**config.mk**
```make
export PLATFORM = sky130hd
export DESIGN_NAME = i2c_cmd_sequencer
export DESIGN_NICKNAME = d
export VERILOG_FILES = /design/src/rtl/i2c_cmd_sequencer.sv
export SDC_FILE = /design/constraint.sdc
export NUM_CORES = 1
export LEC_CHECK = 0
export CORE_MARGIN = 2
export CORE_UTILIZATION = 50
export DETAILED_ROUTE_END_ITERATION = 10
export PLACE_DENSITY = 0.77
export SLEW_MARGIN = 0
export SYNTH_ARGS = -nofsm -noshare
export SYNTH_HDL_FRONTEND = slang
export SYNTH_SLANG_ARGS = --single-unit
```
**constraint.sdc**
```tcl
create_clock -name clk -period 3.5 [get_ports clk]
set_input_delay 0.525 -clock clk [delete_from_list [all_inputs] [get_ports clk]]
set_output_delay 0.525 -clock clk [all_outputs]
set_load 0.03 [all_outputs]
```
**src/rtl/i2c_cmd_sequencer.sv**
```systemverilog
// Queues byte-level I2C commands and drives the i2c master's enable/address/data
// inputs one command at a time, returning one response (data + error) per command.
module i2c_cmd_sequencer #(
    parameter int CMD_DEPTH  = 4,
    parameter int EN_CYCLES  = 2,
    parameter int WR_CYCLES  = 52,
    parameter int RD_TIMEOUT = 128
) (
    input  logic       clk,
    input  logic       rst,
    input  logic       cmd_valid,
    output logic       cmd_ready,
    input  logic       cmd_read,
    input  logic [6:0] cmd_addr,
    input  logic [7:0] cmd_data,
    output logic       rsp_valid,
    input  logic       rsp_ready,
    output logic [7:0] rsp_data,
    output logic       rsp_error,
    output logic       read,
    output logic [6:0] slave_address,
    output logic [7:0] data_send_master,
    output logic       data_send_master_enable,
    input  logic [7:0] data_receive_master,
    input  logic       data_receive_master_enable,
    input  logic       error_master,
    output logic       busy
);
    localparam int PW   = $clog2(CMD_DEPTH);
    localparam int CMAX = (RD_TIMEOUT > WR_CYCLES)
                          ? ((RD_TIMEOUT > EN_CYCLES) ? RD_TIMEOUT : EN_CYCLES)
                          : ((WR_CYCLES  > EN_CYCLES) ? WR_CYCLES  : EN_CYCLES);
    localparam int CW   = $clog2(CMAX + 1);

    typedef enum logic [1:0] {S_IDLE, S_ISSUE, S_WAIT, S_RESP} state_t;

    // FIFO entry layout: {read, addr[6:0], data[7:0]}
    logic [15:0]   r_mem [CMD_DEPTH];
    logic [PW-1:0] r_wr_ptr, r_rd_ptr;
    logic [PW:0]   r_count;
    logic          w_full, w_push, w_pop;
    logic [15:0]   w_head;

    state_t        r_state, w_state_nxt;
    logic [CW-1:0] r_cnt, w_cnt_nxt, w_cnt_inc;
    logic          r_read, w_read_nxt;
    logic [6:0]    r_addr, w_addr_nxt;
    logic [7:0]    r_wdata, w_wdata_nxt;
    logic          r_en, w_en_nxt;
    logic [7:0]    r_rdata, w_rdata_nxt;
    logic          r_err, w_err_nxt;

    assign w_full  = (r_count == (PW+1)'(CMD_DEPTH));
    assign w_push  = cmd_valid && !w_full;
    assign w_pop   = (r_state == S_IDLE) && (r_count != '0);
    assign w_head  = r_mem[r_rd_ptr];

    always_ff @(posedge clk) begin
        if (w_push) r_mem[r_wr_ptr] <= {cmd_read, cmd_addr, cmd_data};
    end

    always_ff @(posedge clk) begin
        if (rst) begin
            r_wr_ptr <= '0;
            r_rd_ptr <= '0;
            r_count  <= '0;
        end else begin
            if (w_push) r_wr_ptr <= r_wr_ptr + 1'b1;
            if (w_pop)  r_rd_ptr <= r_rd_ptr + 1'b1;
            case ({w_push, w_pop})
                2'b10:   r_count <= r_count + 1'b1;
                2'b01:   r_count <= r_count - 1'b1;
                default: r_count <= r_count;
            endcase
        end
    end

    assign w_cnt_inc = r_cnt + 1'b1;

    always_comb begin
        w_state_nxt = r_state;
        w_cnt_nxt   = r_cnt;
        w_read_nxt  = r_read;
        w_addr_nxt  = r_addr;
        w_wdata_nxt = r_wdata;
        w_en_nxt    = r_en;
        w_rdata_nxt = r_rdata;
        w_err_nxt   = r_err;
        case (r_state)
            S_IDLE: begin
                w_read_nxt  = 1'b0;
                w_addr_nxt  = '0;
                w_wdata_nxt = '0;
                w_en_nxt    = 1'b0;
                if (w_pop) begin
                    {w_read_nxt, w_addr_nxt, w_wdata_nxt} = w_head;
                    w_en_nxt    = 1'b1;
                    w_cnt_nxt   = '0;
                    w_state_nxt = S_ISSUE;
                end
            end
            S_ISSUE: begin
                if (error_master) begin
                    w_err_nxt   = 1'b1;
                    w_rdata_nxt = '0;
                    w_state_nxt = S_RESP;
                end else if (r_cnt == CW'(EN_CYCLES - 1)) begin
                    w_en_nxt    = 1'b0;
                    w_cnt_nxt   = '0;
                    w_state_nxt = S_WAIT;
                end else begin
                    w_cnt_nxt   = w_cnt_inc;
                end
            end
            S_WAIT: begin
                w_cnt_nxt = w_cnt_inc;
                // A master error still lets a simultaneous read byte through to rsp_data
                if (error_master) begin
                    w_rdata_nxt = (r_read && data_receive_master_enable) ? data_receive_master : 8'h00;
                    w_err_nxt   = 1'b1;
                    w_state_nxt = S_RESP;
                end else if (r_read && data_receive_master_enable) begin
                    w_rdata_nxt = data_receive_master;
                    w_state_nxt = S_RESP;
                end else if (r_read && w_cnt_inc == CW'(RD_TIMEOUT)) begin
                    w_rdata_nxt = 8'h00;
                    w_err_nxt   = 1'b1;
                    w_state_nxt = S_RESP;
                end else if (!r_read && w_cnt_inc == CW'(WR_CYCLES)) begin
                    w_rdata_nxt = 8'h00;
                    w_state_nxt = S_RESP;
                end
            end
            S_RESP: begin
                if (rsp_ready) begin
                    w_rdata_nxt = 8'h00;
                    w_err_nxt   = 1'b0;
                    w_state_nxt = S_IDLE;
                end
            end
            default: w_state_nxt = S_IDLE;
        endcase
        if (w_state_nxt == S_RESP) begin
            w_read_nxt  = 1'b0;
            w_addr_nxt  = '0;
            w_wdata_nxt = '0;
            w_en_nxt    = 1'b0;
        end
    end

    always_ff @(posedge clk) begin
        if (rst) begin
            r_state <= S_IDLE;
            r_cnt   <= '0;
            r_read  <= 1'b0;
            r_addr  <= '0;
            r_wdata <= '0;
            r_en    <= 1'b0;
            r_rdata <= '0;
            r_err   <= 1'b0;
        end else begin
            r_state <= w_state_nxt;
            r_cnt   <= w_cnt_nxt;
            r_read  <= w_read_nxt;
            r_addr  <= w_addr_nxt;
            r_wdata <= w_wdata_nxt;
            r_en    <= w_en_nxt;
            r_rdata <= w_rdata_nxt;
            r_err   <= w_err_nxt;
        end
    end

    assign cmd_ready               = !w_full;
    assign rsp_valid               = (r_state == S_RESP);
    assign rsp_data                = r_rdata;
    assign rsp_error               = r_err;
    assign read                    = r_read;
    assign slave_address           = r_addr;
    assign data_send_master        = r_wdata;
    assign data_send_master_enable = r_en;
    assign busy                    = (r_state != S_IDLE) || (r_count != '0);
endmodule

```
Yosys cells after proc, flatten, opt, wreduce, memory -nomap -nowiden
Memories as Yosys holds them, arrays and structs flattened. A register that Yosys moved wholly into a read port is not among the register bits.
Index checks and enable logic that the tools add are counted.
W data, S select, Z words.
{"block": "word_totals", "reg_bits": 43, "ram_bits": 64, "elab_cells": 94, "mem_count": 1}
{"name": "r_mem", "depth": 4, "word_bits": 16, "read_ports": 1, "rd_clocked_by_memory_dff": 1, "wr": 1, "line_no": "38", "text": "logic [15:0] r_mem [CMD_DEPTH];"}
{"block": "op_classes", "add_sub_neg": 5, "eq_ne": 18, "n_mux": 39, "n_reduce_logical": 20}
{"operator": "$mux W8", "count": 11}
{"operator": "$pmux W8 S3", "count": 2}
{"operator": "$mux W2", "count": 10}
{"operator": "$mux W1", "count": 11}
{"operator": "$reduce_bool A3 Y1", "count": 3}
{"operator": "$add A8 B1 Y8 const B", "count": 1}
{"operator": "$eq A2 B2 Y1 const B", "count": 4}
{"operator": "$eq A8 B1 Y1 const B", "count": 1}
{"operator": "$eq A8 B6 Y1 const B", "count": 1}
{"operator": "$eq A8 B8 Y1 const B", "count": 1}
{"operator": "$ne A2 B2 Y1 const B", "count": 4}
{"operator": "$pmux W2 S4", "count": 1}
{"operator": "$mux W7", "count": 1}
{"operator": "$ne A3 B3 Y1 const B", "count": 2}
{"operator": "$pmux W3 S2", "count": 1}
{"operator": "$reduce_and A3 Y1", "count": 2}
{"operator": "$reduce_bool A2 Y1", "count": 3}
{"operator": "$logic_and A1 B1 Y1", "count": 5}
{"operator": "$ne A5 B5 Y1 const B", "count": 1}
{"operator": "$reduce_and A5 Y1", "count": 1}
{"operator": "$add A2 B1 Y2 const B", "count": 2}
{"operator": "$eq A2 B1 Y1 const B", "count": 2}
{"operator": "$reduce_and A4 Y1", "count": 1}
{"operator": "$add A3 B1 Y3 const B", "count": 1}
{"operator": "other kinds (9)", "count": 10}

Logic depth before layout (Yosys ltp)
Gate-level depths: netlist of run 1.
{"block": "logic_depth", "ltp_word": 10, "depth_mapped": 12, "ltp_nobuf": 10}

Worst setup path after synthesis of run 1
OpenSTA, ideal clock, no wires.
{"block": "synth_path", "path_type": "register to register", "startpoint": "register r_state[0]", "endpoint": "register r_count[2]", "setup_time_ns": 0.071, "arrival_time_ns": 2.589, "required_time_ns": 3.429, "slack_ns": 0.840, "path_stages_with_launch": 13, "synth_period_minus_slack_ns": 2.660, "path_cell_list": "dfxtp_1 -> inv_1 -> ha_1 -> nand2b_1 -> inv_1 -> clkbuf_1 -> clkbuf_1 -> ha_1 -> inv_1 -> fa_1 -> xor2_1 -> or3_1 -> a21oi_1"}
{"block": "synth_between", "elab_chain_cells": 4, "elab_cells_between_ends": 6}
{"item": "start, declared", "line_no": "44", "text": "state_t r_state, w_state_nxt;"}
{"item": "start signal, assigned", "line_no": "162", "text": "r_state <= w_state_nxt;"}
{"item": "$logic_not A2 Y1 (*)", "line_no": "55", "text": "assign w_pop = (r_state == S_IDLE) && (r_count != '0);"}
{"item": "$logic_and A1 B1 Y1 (*)", "line_no": "55"}
{"item": "net w_pop", "line_no": "41", "text": "logic w_full, w_push, w_pop;"}
{"item": "$eq A2 B1 Y1 or $eq A2 B2 Y1 (tied branches)", "line_no": "70", "text": "case ({w_push, w_pop})"}
{"item": "$pmux W3 S2 or $reduce_bool A2 Y1 (tied branches)"}
{"item": "end signal, assigned", "line_no": "71", "text": "2'b10: r_count <= r_count + 1'b1;"}
{"item": "end signal, assigned", "line_no": "72", "text": "2'b01: r_count <= r_count - 1'b1;"}
{"item": "end signal, assigned", "line_no": "73", "text": "default: r_count <= r_count;"}
{"item": "end, declared", "line_no": "40", "text": "logic [PW:0] r_count;"}
The timed path passes the listed nets; every way through them passes the cells marked *.
A chain may end at the register's enable or synchronous reset.

Worst setup path after layout of run 1
{"block": "layout_path", "startpoint": "register r_state[0]", "endpoint": "register r_count[2]"}
{"block": "layout_between", "elab_chain_cells": 4, "elab_cells_between_ends": 6}
{"item": "$logic_not A2 Y1 (*)", "line_no": "55"}
{"item": "$logic_and A1 B1 Y1 (*)", "line_no": "55"}
{"item": "$eq A2 B1 Y1 or $eq A2 B2 Y1 (tied branches)", "line_no": "70"}
{"item": "$pmux W3 S2 or $reduce_bool A2 Y1 (tied branches)"}
Every way passes the cells marked *; elsewhere a longest branch is shown, timed or not.

==> metrics.txt, run 1 <==
status finished clean; DIE HEIGHT 101 um; vias per cell 5.54; worst path bufs/invs 3; asr flop ratio synth 0; CP Data Arrival Time 3.07 ns; part of the Yosys area used for sequential elements 0.599; cell repeated most along the worst path inv_1; largest net degree at the start of global routing 31; CP cell instances inv_1 > ha_1 > nand2b_1 > inv_1 > ha_1 > inv_1 > fa_1 > xor2_1 > or3_1 > a21oi_1; initial antenna violation count 0; mean post-synth cell area 12.5 um^2; # Post-CTS Setup Buffers 0; all-layer global routing usage 0.186; vias in the first global route 3045; GPL Wtd Cong 0.813; EDFF count, synth 64; post-route minimum period 2.77 ns; Die Footprint 0.0102 mm^2; setup TNS 0 ns; final wirelength 9040 um; worst rel slew slack 0.382; PortBufs 58; Post-DRT Antenna Nets 0; register share of total power 0.418; CP Class reg -> reg; Placement Cell Area 0.00536 mm^2; CP max FO 20; final hold slack 0.467 ns; Worst-Margin Slew 0.927 ns; Leak 1.87 nW; Nets 475; Final HPWL DP 5990 um; Final Cell Area 0.00558 mm^2; Synth Instances 376; clock slew at reported path FFs 0.10 ns; # IOs 59; DR pass1 iterations 4; Syn Std Cell Area 0.00471 mm^2; Ys Warns 0; Yosys reg bits 109; clock sink total 109; most frequent cells in the layout 64 x edfxtp_1, 58 x clkdlybuf4s50_1, 45 x dfxtp_1, 37 x nor2_1, 31 x a21oi_1; fraction of layout cells with a size suffix above 1 0.110; H-tree levels 3; Post-CTS Hold Fix Bufs 0; Power Total 4.12 mW; fill cell count 714; Synth top area share 0.408; n_diodes 0; First DRT Iteration DRCs 108; CTS resizes 0; first-pass GRT wire length 14600 um; Final WS setup 0.732 ns; clock network power share 0.201; CP Capture Type flop; TritonCTS buffer count 9; P_sw 1.51 mW; pre-CTS setup slack 0.763 ns; drt drc 0; Clk Latency, worst-skew pair 0.36 ns; power density cells 738 mW/mm^2; most common cell after layout, fill and taps aside edfxtp_1; Largest delay share family, worst path adder cells; WL per Instance 16.6 um; global route total overflow 0; CTS root buffer clkbuf_8; Crit path largest cell delay 0.53 ns; Core Rows 35; Starting Density 0.513; Final setup viols 0; max-cap check violation count 0; hold crit path type reg -> reg; Achievable Freq 361 MHz; routed via count 3024; Final Slew Violations 0; overall die width 101 um; FF-to-FF setup slack 0.73 ns; Bufs on Longest Clock Path 2; crit share post-route 0.791; top cells by area, synth edfxtp_1 41%, dfxtp_1 19%, mux4_2 7.6%; ys flop type edfxtp_1; core area 0.00920 mm^2; Net Sw Frac 0.366; Max rail drop VDD 0.000326 V; Distinct cells, synth 46; cell type with the largest total area after synthesis edfxtp_1; final count of hold timing violations 0; internal power 2.61 mW; Mapped Nets 421; CP max stage cell inv_1; CP Data Required Time 3.80 ns; CP Launch Type flop; CTS tree yes; RSZ-0062 raised after global routing no; area grow syn2layout 18.3%; skew final 0.00835 ns; Logic pwr share 0.381
-- power by group through the flow --
stage                     sequential [mW]  clock (mW)  combinational (mW)
final                                1.72       0.829                1.57
after global placement               1.74           0                1.53
after CTS                            1.72       0.847                1.58
after detailed placement             1.75           0                1.57
after floorplan                      1.85           0               0.978
after global routing                 1.74       0.896                1.70
-- cell usage after synthesis (2+ instances only) --
library cell,number
mux4_2,16
xor2_1,5
buf_2,4
nor3_1,10
inv_1,21
and3_1,5
o31ai_1,9
a311oi_1,4
a21boi_0,2
xnor2_1,4
o21a_1,2
and4_4,2
nor2_1,37
a31oi_1,2
ha_1,14
nand3_1,5
or3_1,2
buf_6,4
dfxtp_1,45
a211oi_2,2
nand2_1,27
o21ai_0,8
nand2b_1,3
nor2b_1,18
a21oi_1,31
edfxtp_1,64
nor4_1,2
clkbuf_1,10
-- registers in the layout (all words and copies together) (netlist names), named ones only --
| register | flops |
|---|---|
| rsp_data | 8 |
| read | 1 |
| slave_address | 7 |
| r_mem | 64 |
| r_state | 2 |
| data_send_master | 8 |
| data_send_master_enable | 1 |
| r_count | 3 |
| rsp_error | 1 |
| r_wr_ptr | 2 |
| r_rd_ptr | 2 |
| r_cnt | 8 |
-- worst reg2reg max path, cell delays in order, from the launching register on --
cell and delay [ns]:
dfxtp_1 0.38, inv_1 0.15, ha_1 0.18, nand2b_1 0.09
inv_1 0.53, ha_1 0.32, inv_1 0.06, fa_1 0.37
xor2_1 0.16, or3_1 0.31, a21oi_1 0.13
-- kinds of logic after synthesis --
family	after synthesis	synth area share
mux	17	0.0786
xor+xnor	9	0.0167
fa+ha+maj	15	0.0414
flops	109	0.599
buf+inv	40	0.0393
simple gates	115	0.118
compound gates	71	0.107
-- metal layers --
metal,track usage,share of wire
met4,0.0780,0.012
met2,0.330,0.51
met5,0,0
met1,0.219,0.44
met3,0.0388,0.038
-- worst paths after layout --
kind | startpoint | endpoint | cells past startpoint
setup reg to reg | r_state[0]$_SDFF_PP0_ | r_count[2]$_SDFFE_PP0P_ | 10
setup / recovery | r_state[0]$_SDFF_PP0_ | r_count[2]$_SDFFE_PP0P_ | 10
hold / removal | rsp_data[6]$_SDFFE_PP0P_ | rsp_data[6]$_SDFFE_PP0P_ | 2
hold reg to reg | rsp_data[6]$_SDFFE_PP0P_ | rsp_data[6]$_SDFFE_PP0P_ | 2
-- cell type report --
cell class              instances  area (um^2)  share of cell area
flip-flops and latches        109         2820               0.506
multi-input cells             227         1710               0.306
repair buffers                 62          611               0.109
well taps                     111          139              0.0249
clock buffers                   9          124              0.0222
clock inverters                 7         96.3              0.0173
inverters                      21         78.8              0.0141
-- through the flow --
step            util  instances
2_1_floorplan      -        376
3_3_place_gp   0.582        530
3_5_place_dp   0.582        530
4_1_cts        0.606        546
5_1_grt        0.606        546
6_report       0.606        546
No activity file was read; power rests on OpenSTA's default activity.
==> inputs of run 2 (changes only) <==
- PLACE_DENSITY: 0.77 -> 0.8
- clock period: 3.5 -> 2.5 ns (I/O delays scaled with it)
==> run 2 against run 1 <==
Sequential power up 38%. Largest power group unchanged. Largest cell class unchanged. Setup slack worse by 0.52 ns. Utilization is 1.1 points higher. Power is 41% higher. Clock skew rose by 0.0086 ns. Final cell count up 2.6%. Highest routed layer unchanged.
==> metrics.txt, run 2 (synthesized netlist as in run 1, its figures left out) <==
fraction of layout cells with a size suffix above 1 0.140 (was 0.110); r2r endpoint r_count[2]$_SDFFE_PP0P_ (unchanged); TritonCTS buffer count 9 (unchanged); H-tree levels 3 (unchanged); Nets 489 (was 475); crit share post-route 0.917 (was 0.791); worst rel slew slack 0.675 (was 0.382); most common cell after layout, fill and taps aside edfxtp_1 (unchanged); First DRT Iteration DRCs 140 (was 108); R2R cell count 10 (unchanged); CP Launch Type flop (unchanged); Max rail drop VDD 0.000605 V (was 0.000326 V); Leak 1.95 nW (was 1.87 nW); CP cell instances inv_1 > ha_1 > nand2b_1 > inv_1 > ha_1 > inv_1 > fa_1 > xor2_1 > or3_1 > a21oi_1 (unchanged); Final Cell Area 0.00568 mm^2 (was 0.00558 mm^2); clock slew at reported path FFs 0.11 ns (was 0.10 ns); vias per cell 5.49 (was 5.54); hold crit path type reg -> reg (unchanged); Die Footprint 0.0102 mm^2 (unchanged); CP Data Arrival Time 2.59 ns (was 3.07 ns); Post-DRT Antenna Nets 0 (unchanged); CTS tree yes (unchanged); final count of hold timing violations 0 (unchanged); CP Capture Type flop (unchanged); max reg flops 64 (unchanged); Clk Latency, worst-skew pair 0.37 ns (was 0.36 ns); RSZ-0062 raised after global routing no (unchanged); first-pass GRT wire length 14800 um (was 14600 um); DR pass1 iterations 4 (unchanged); placed cell count 544 (was 530); post-route minimum period 2.29 ns (was 2.77 ns); CP max FO 7 (was 20); setup TNS 0 ns (unchanged); worst path bufs/invs 3 (unchanged); WL per Instance 16.2 um (was 16.6 um); FF-to-FF setup slack 0.21 ns (was 0.73 ns); GPL Wtd Cong 0.797 (was 0.813); CTS root buffer clkbuf_8 (unchanged); all-layer global routing usage 0.189 (was 0.186); Placement Cell Area 0.00547 mm^2 (was 0.00536 mm^2); n_diodes 0 (unchanged); initial antenna violation count 0 (unchanged); Core Rows 35 (unchanged); clock sink total 109 (unchanged); CP Class reg -> reg (unchanged); area grow syn2layout 20.5% (was 18.3%); # IOs 59 (unchanged); overall die width 101 um (unchanged); PortBufs 58 (unchanged); max-cap check violation count 0 (unchanged); Final setup viols 0 (unchanged); worst r2r src r_state[0]$_SDFF_PP0_ (unchanged); CP Data Required Time 2.80 ns (was 3.80 ns); Final HPWL DP 6180 um (was 5990 um); power density cells 1020 mW/mm^2 (was 738 mW/mm^2); most frequent cells in the layout 64 x edfxtp_1, 57 x clkdlybuf4s50_1, 45 x dfxtp_1, 37 x nor2_1, 31 x a21oi_1 (was 64 x edfxtp_1, 58 x clkdlybuf4s50_1, 45 x dfxtp_1, 37 x nor2_1, 31 x a21oi_1); multi-input logic area 0.00171 mm^2 (unchanged); Crit path largest cell delay 0.39 ns (was 0.53 ns); core area 0.00920 mm^2 (unchanged); # Post-CTS Setup Buffers 0 (unchanged); Hold Path Stages 2 (unchanged); status finished clean (unchanged); Final Slew Violations 0 (unchanged); Achievable Freq 436 MHz (was 361 MHz); Hold Path Origin rsp_data[2]$_SDFFE_PP0P_ (was rsp_data[6]$_SDFFE_PP0P_); fin cells 560 (was 546); cell repeated most along the worst path inv_1 (unchanged); final wirelength 9060 um (was 9040 um); Bufs on Longest Clock Path 2 (unchanged); Reg area 0.00282 mm^2 (unchanged); most flop-heavy register r_mem (unchanged); vias in the first global route 2977 (was 3045); Worst-Margin Slew 0.487 ns (was 0.927 ns); CP max stage cell dfxtp_1 (was inv_1); largest net degree at the start of global routing 31 (unchanged); hold path endpoint rsp_data[2]$_SDFFE_PP0P_ (was rsp_data[6]$_SDFFE_PP0P_); fill cell count 726 (was 714); Largest delay share family, worst path adder cells (unchanged); drt drc 0 (unchanged); routed via count 3072 (was 3024); Starting Density 0.513 (unchanged); DIE HEIGHT 101 um (unchanged); skew final 0.0169 ns (was 0.00835 ns); global route total overflow 0 (unchanged)
-- run 2: changes by cell type in the layout (fill, tap and decap cells not counted), sizes merged --
cell           previous run  this run
clkdlybuf4s50            58        57
bufinv                    2         0
clkinv                    2         5
dlymetal6s2s              0         1
clkinvlp                  1         0
buf                       4        18
-- run 2: final cells by class --
| class | count | area share |
|---|---|---|
| Clock buffer | 9 | 0.0218 |
| Clock inverter | 7 | 0.0141 |
| Inverter | 21 | 0.0139 |
| Multi-Input combinational cell | 227 | 0.300 |
| Sequential cell | 109 | 0.497 |
| Tap cell | 111 | 0.0244 |
| Timing Repair Buffer | 76 | 0.129 |
-- run 2: worst max path at each step --
stage,startpoint,endpoint,slack [ns],cells after the start
after floorplan,r_state[0]$_SDFF_PP0_,r_count[2]$_SDFFE_PP0P_,0.06,12
after global routing,r_state[0]$_SDFF_PP0_,data_send_master_enable$_SDFFE_PP0P_,0.05,8
after CTS,r_state[0]$_SDFF_PP0_,busy,0.10,4
final,r_state[0]$_SDFF_PP0_,r_count[2]$_SDFFE_PP0P_,0.21,10
after detailed placement,cmd_valid,r_count[2]$_SDFFE_PP0P_,0.07,9
after global placement,cmd_valid,r_count[2]$_SDFFE_PP0P_,0.18,9
-- run 2: where the power goes --
group	total (mW)	internal [mW]	leakage, nW	switching [mW]
Combinational	2.38	0.992	0.894	1.39
Sequential	2.38	2.22	0.953	0.158
Clock	1.04	0.395	0.102	0.646
-- run 2: stage by stage --
stage	total power, mW	worst slack [ns]	hold WS, ns	util
4_1_cts	5.84	0.101	0.481	0.617
6_report	5.80	0.209	0.477	0.618
3_5_place_dp	4.81	0.0730	0.461	0.595
2_1_floorplan	3.97	0.0629	0.469	-
5_1_grt	6.14	0.0477	0.496	0.618
3_3_place_gp	4.74	0.178	0.453	0.595
-- run 2: per-layer routing --
metal / share of wire / GRT usage / vias up
met2: 0.51 / 0.323 / 101
met5: 0 / 0 / -
li1: - / - / 1488
met1: 0.41 / 0.240 / 1474
met4: 0.013 / 0.0613 / 0
met3: 0.067 / 0.0395 / 9
-- run 2: repair_timing --
action                                  in CTS  in global routing
gates resized for setup                      0                  1
endpoints found under the setup margin       0                  1
hold buffers                                 0                  0
hold endpoints to repair                     0                  0
-- run 2: worst register-to-register path: stages, from the launching register on --
cell,delay [ns]
dfxtp_1,0.39
inv_1,0.15
ha_1,0.24
nand2b_1,0.11
inv_1,0.10
ha_1,0.18
inv_1,0.06
fa_1,0.37
xor2_1,0.16
or3_1,0.31
a21oi_1,0.17
==> inputs of run 3 (changes only) <==
- PLACE_DENSITY: 0.8 -> 0.77
- clock period: 2.5 -> 2.8 ns (I/O delays scaled with it)
==> run 3 against run 2 <==
Die area unchanged. Clock power shrank 14%. Combinational power shrank 15%. Critical endpoint is now busy. Largest power group unchanged. Critical path type is now reg -> out.
==> metrics.txt, run 3 (synthesized netlist as in run 1, its figures left out) <==
status finished clean (unchanged); # Post-CTS Setup Buffers 0 (unchanged); Largest delay share family, worst path buffers and inverters (was adder cells); Final setup viols 0 (unchanged); CP Class reg -> out (was reg -> reg); TritonCTS buffer count 9 (unchanged); H-tree levels 3 (unchanged); power density cells 906 mW/mm^2 (was 1020 mW/mm^2); GPL Wtd Cong 0.821 (was 0.797); routed via count 3090 (was 3072); fin cells 553 (was 560); Core Rows 35 (unchanged); core area 0.00920 mm^2 (unchanged); hold crit path type reg -> reg (unchanged); final wirelength 9240 um (was 9060 um); FF-to-FF setup slack 0.33 ns (was 0.21 ns); CTS tree yes (unchanged); setup TNS 0 ns (unchanged); Crit path largest cell delay 0.67 ns (was 0.39 ns); CP Data Arrival Time 2.21 ns (was 2.59 ns); clock slew at reported path FFs 0.10 ns (was 0.11 ns); Post-CTS Hold Fix Bufs 0 (unchanged); Clk Latency, worst-skew pair 0.37 ns (about the same); most common cell after layout, fill and taps aside edfxtp_1 (unchanged); Post-Route Utilization 0.608 (was 0.618); Leak 1.89 nW (was 1.95 nW); all-layer global routing usage 0.193 (was 0.189); largest net degree at the start of global routing 31 (unchanged); clock sink total 109 (unchanged); Hold Path Stages 2 (unchanged); Die Footprint 0.0102 mm^2 (unchanged); Placement Cell Area 0.00541 mm^2 (was 0.00547 mm^2); CTS resizes 0 (unchanged); # IOs 59 (unchanged); worst rel slew slack 0.466 (was 0.675); Power Total 5.06 mW (was 5.80 mW); fill cell count 726 (unchanged); r2r endpoint data_send_master[4]$_SDFFE_PP0N_ (was r_count[2]$_SDFFE_PP0P_); first-pass GRT wire length 15100 um (was 14800 um); final count of hold timing violations 0 (unchanged); area grow syn2layout 18.6% (was 20.5%); CP Launch Type flop (unchanged); max-cap check violation count 0 (unchanged); PortBufs 58 (unchanged); DIE HEIGHT 101 um (unchanged); CP Capture Type output pin (was flop); RSZ-0062 raised after global routing no (unchanged); global route total overflow 0 (unchanged); CTS root buffer clkbuf_8 (unchanged); Nets 482 (was 489); overall die width 101 um (unchanged); Max rail drop VDD 0.000530 V (was 0.000605 V); Post-DRT Antenna Nets 0 (unchanged); most flop-heavy register r_mem (unchanged); hold path endpoint rsp_data[4]$_SDFFE_PP0P_ (was rsp_data[2]$_SDFFE_PP0P_); Starting Density 0.513 (unchanged); WL per Instance 16.7 um (was 16.2 um); CP max stage cell clkdlybuf4s50_1 (was dfxtp_1); Hold Path Origin rsp_data[4]$_SDFFE_PP0P_ (was rsp_data[2]$_SDFFE_PP0P_); post-route minimum period 2.63 ns; worst path bufs/invs 3 (unchanged); worst r2r src r_cnt[0]$_SDFFE_PP0P_ (was r_state[0]$_SDFF_PP0_); DR pass1 iterations 5 (was 4); Bufs on Longest Clock Path 2 (unchanged); initial antenna violation count 0 (unchanged); fraction of layout cells with a size suffix above 1 0.124 (was 0.140); CP cell instances inv_1 > ha_1 > buf_4 > nand2_1 > clkdlybuf4s50_1 (was inv_1 > ha_1 > nand2b_1 > inv_1 > ha_1 > inv_1 > fa_1 > xor2_1 > or3_1 > a21oi_1); vias per cell 5.59 (was 5.49); max reg flops 64 (unchanged); Final HPWL DP 6240 um (was 6180 um); Final Slew Violations 0 (unchanged); skew final 0.0111 ns (was 0.0169 ns); CP Data Required Time 2.38 ns (was 2.80 ns); n_diodes 0 (unchanged); placed cell count 537 (was 544); most frequent cells in the layout 64 x edfxtp_1, 58 x clkdlybuf4s50_1, 45 x dfxtp_1, 37 x nor2_1, 31 x a21oi_1 (was 64 x edfxtp_1, 57 x clkdlybuf4s50_1, 45 x dfxtp_1, 37 x nor2_1, 31 x a21oi_1); vias in the first global route 3185 (was 2977); First DRT Iteration DRCs 131 (was 140); CP max FO 20 (was 7); drt drc 0 (unchanged); Achievable Freq 380 MHz; R2R cell count 7 (was 10); Worst-Margin Slew 0.799 ns (was 0.487 ns); Final Cell Area 0.00559 mm^2 (was 0.00568 mm^2); crit share post-route 0.941
-- run 3: cell types whose count changed in the layout (fill, tap and decap cells not counted), sizes merged, moves of 2 or more --
| cell | previous run | this run |
|---|---|---|
| buf | 18 | 11 |
| clkinv | 5 | 0 |
| clkinvlp | 0 | 2 |
| inv | 23 | 25 |
-- run 3: area by class of cell --
class / count / area, um^2 / share of cell area
Timing Repair Buffer: 69 / 663 / 0.119
Tap cell: 111 / 139 / 0.0248
Clock inverter: 6 / 55.1 / 0.00985
Sequential cell: 109 / 2820 / 0.505
Clock buffer: 10 / 128 / 0.0228
Multi-Input combinational cell: 227 / 1710 / 0.305
Inverter: 21 / 78.8 / 0.0141
-- run 3: worst max path at each step --
stage / startpoint / endpoint / slack, ns / cells after the start
after global routing: r_state[0]$_SDFF_PP0_ / busy / 0.04 / 5
after CTS: r_state[0]$_SDFF_PP0_ / busy / 0.16 / 5
after floorplan: r_state[0]$_SDFF_PP0_ / r_count[2]$_SDFFE_PP0P_ / 0.14 / 12
after global placement: error_master / r_cnt[3]$_SDFFE_PP0P_ / 0.35 / 7
final: r_state[0]$_SDFF_PP0_ / busy / 0.17 / 5
after detailed placement: error_master / r_cnt[7]$_SDFFE_PP0P_ / 0.27 / 7
-- run 3: worst reg2reg max path: stages, from the launching register on --
cell and delay (ns):
dfxtp_1 0.48, ha_1 0.31, nand3_1 0.19, o21a_1 0.25, o31ai_1 0.29, o211ai_2 0.18
a21oi_4 0.52, nor2_1 0.12
-- run 3: per-layer routing --
layer | part of all wire | global-route usage | up-vias | wire [um]
met3 | 0.036 | 0.0368 | 15 | 335
met1 | 0.43 | 0.233 | 1527 | 3960
met2 | 0.52 | 0.340 | 69 | 4770
met5 | 0 | 0 | - | 0
li1 | - | - | 1479 | -
met4 | 0.018 | 0.0769 | 0 | 164
-- run 3: metrics by stage --
step	hold slack, ns	setup WS, ns
2_1_floorplan	0.469	0.140
3_3_place_gp	0.453	0.355
3_5_place_dp	0.459	0.275
4_1_cts	0.476	0.157
5_1_grt	0.509	0.0416
6_report	0.472	0.167
-- run 3: report_power, final --
part / internal (mW) / leakage (nW) / switching [mW]
sequential: 1.98 / 0.953 / 0.163
combinational: 0.822 / 0.847 / 1.21
clock: 0.343 / 0.0873 / 0.551
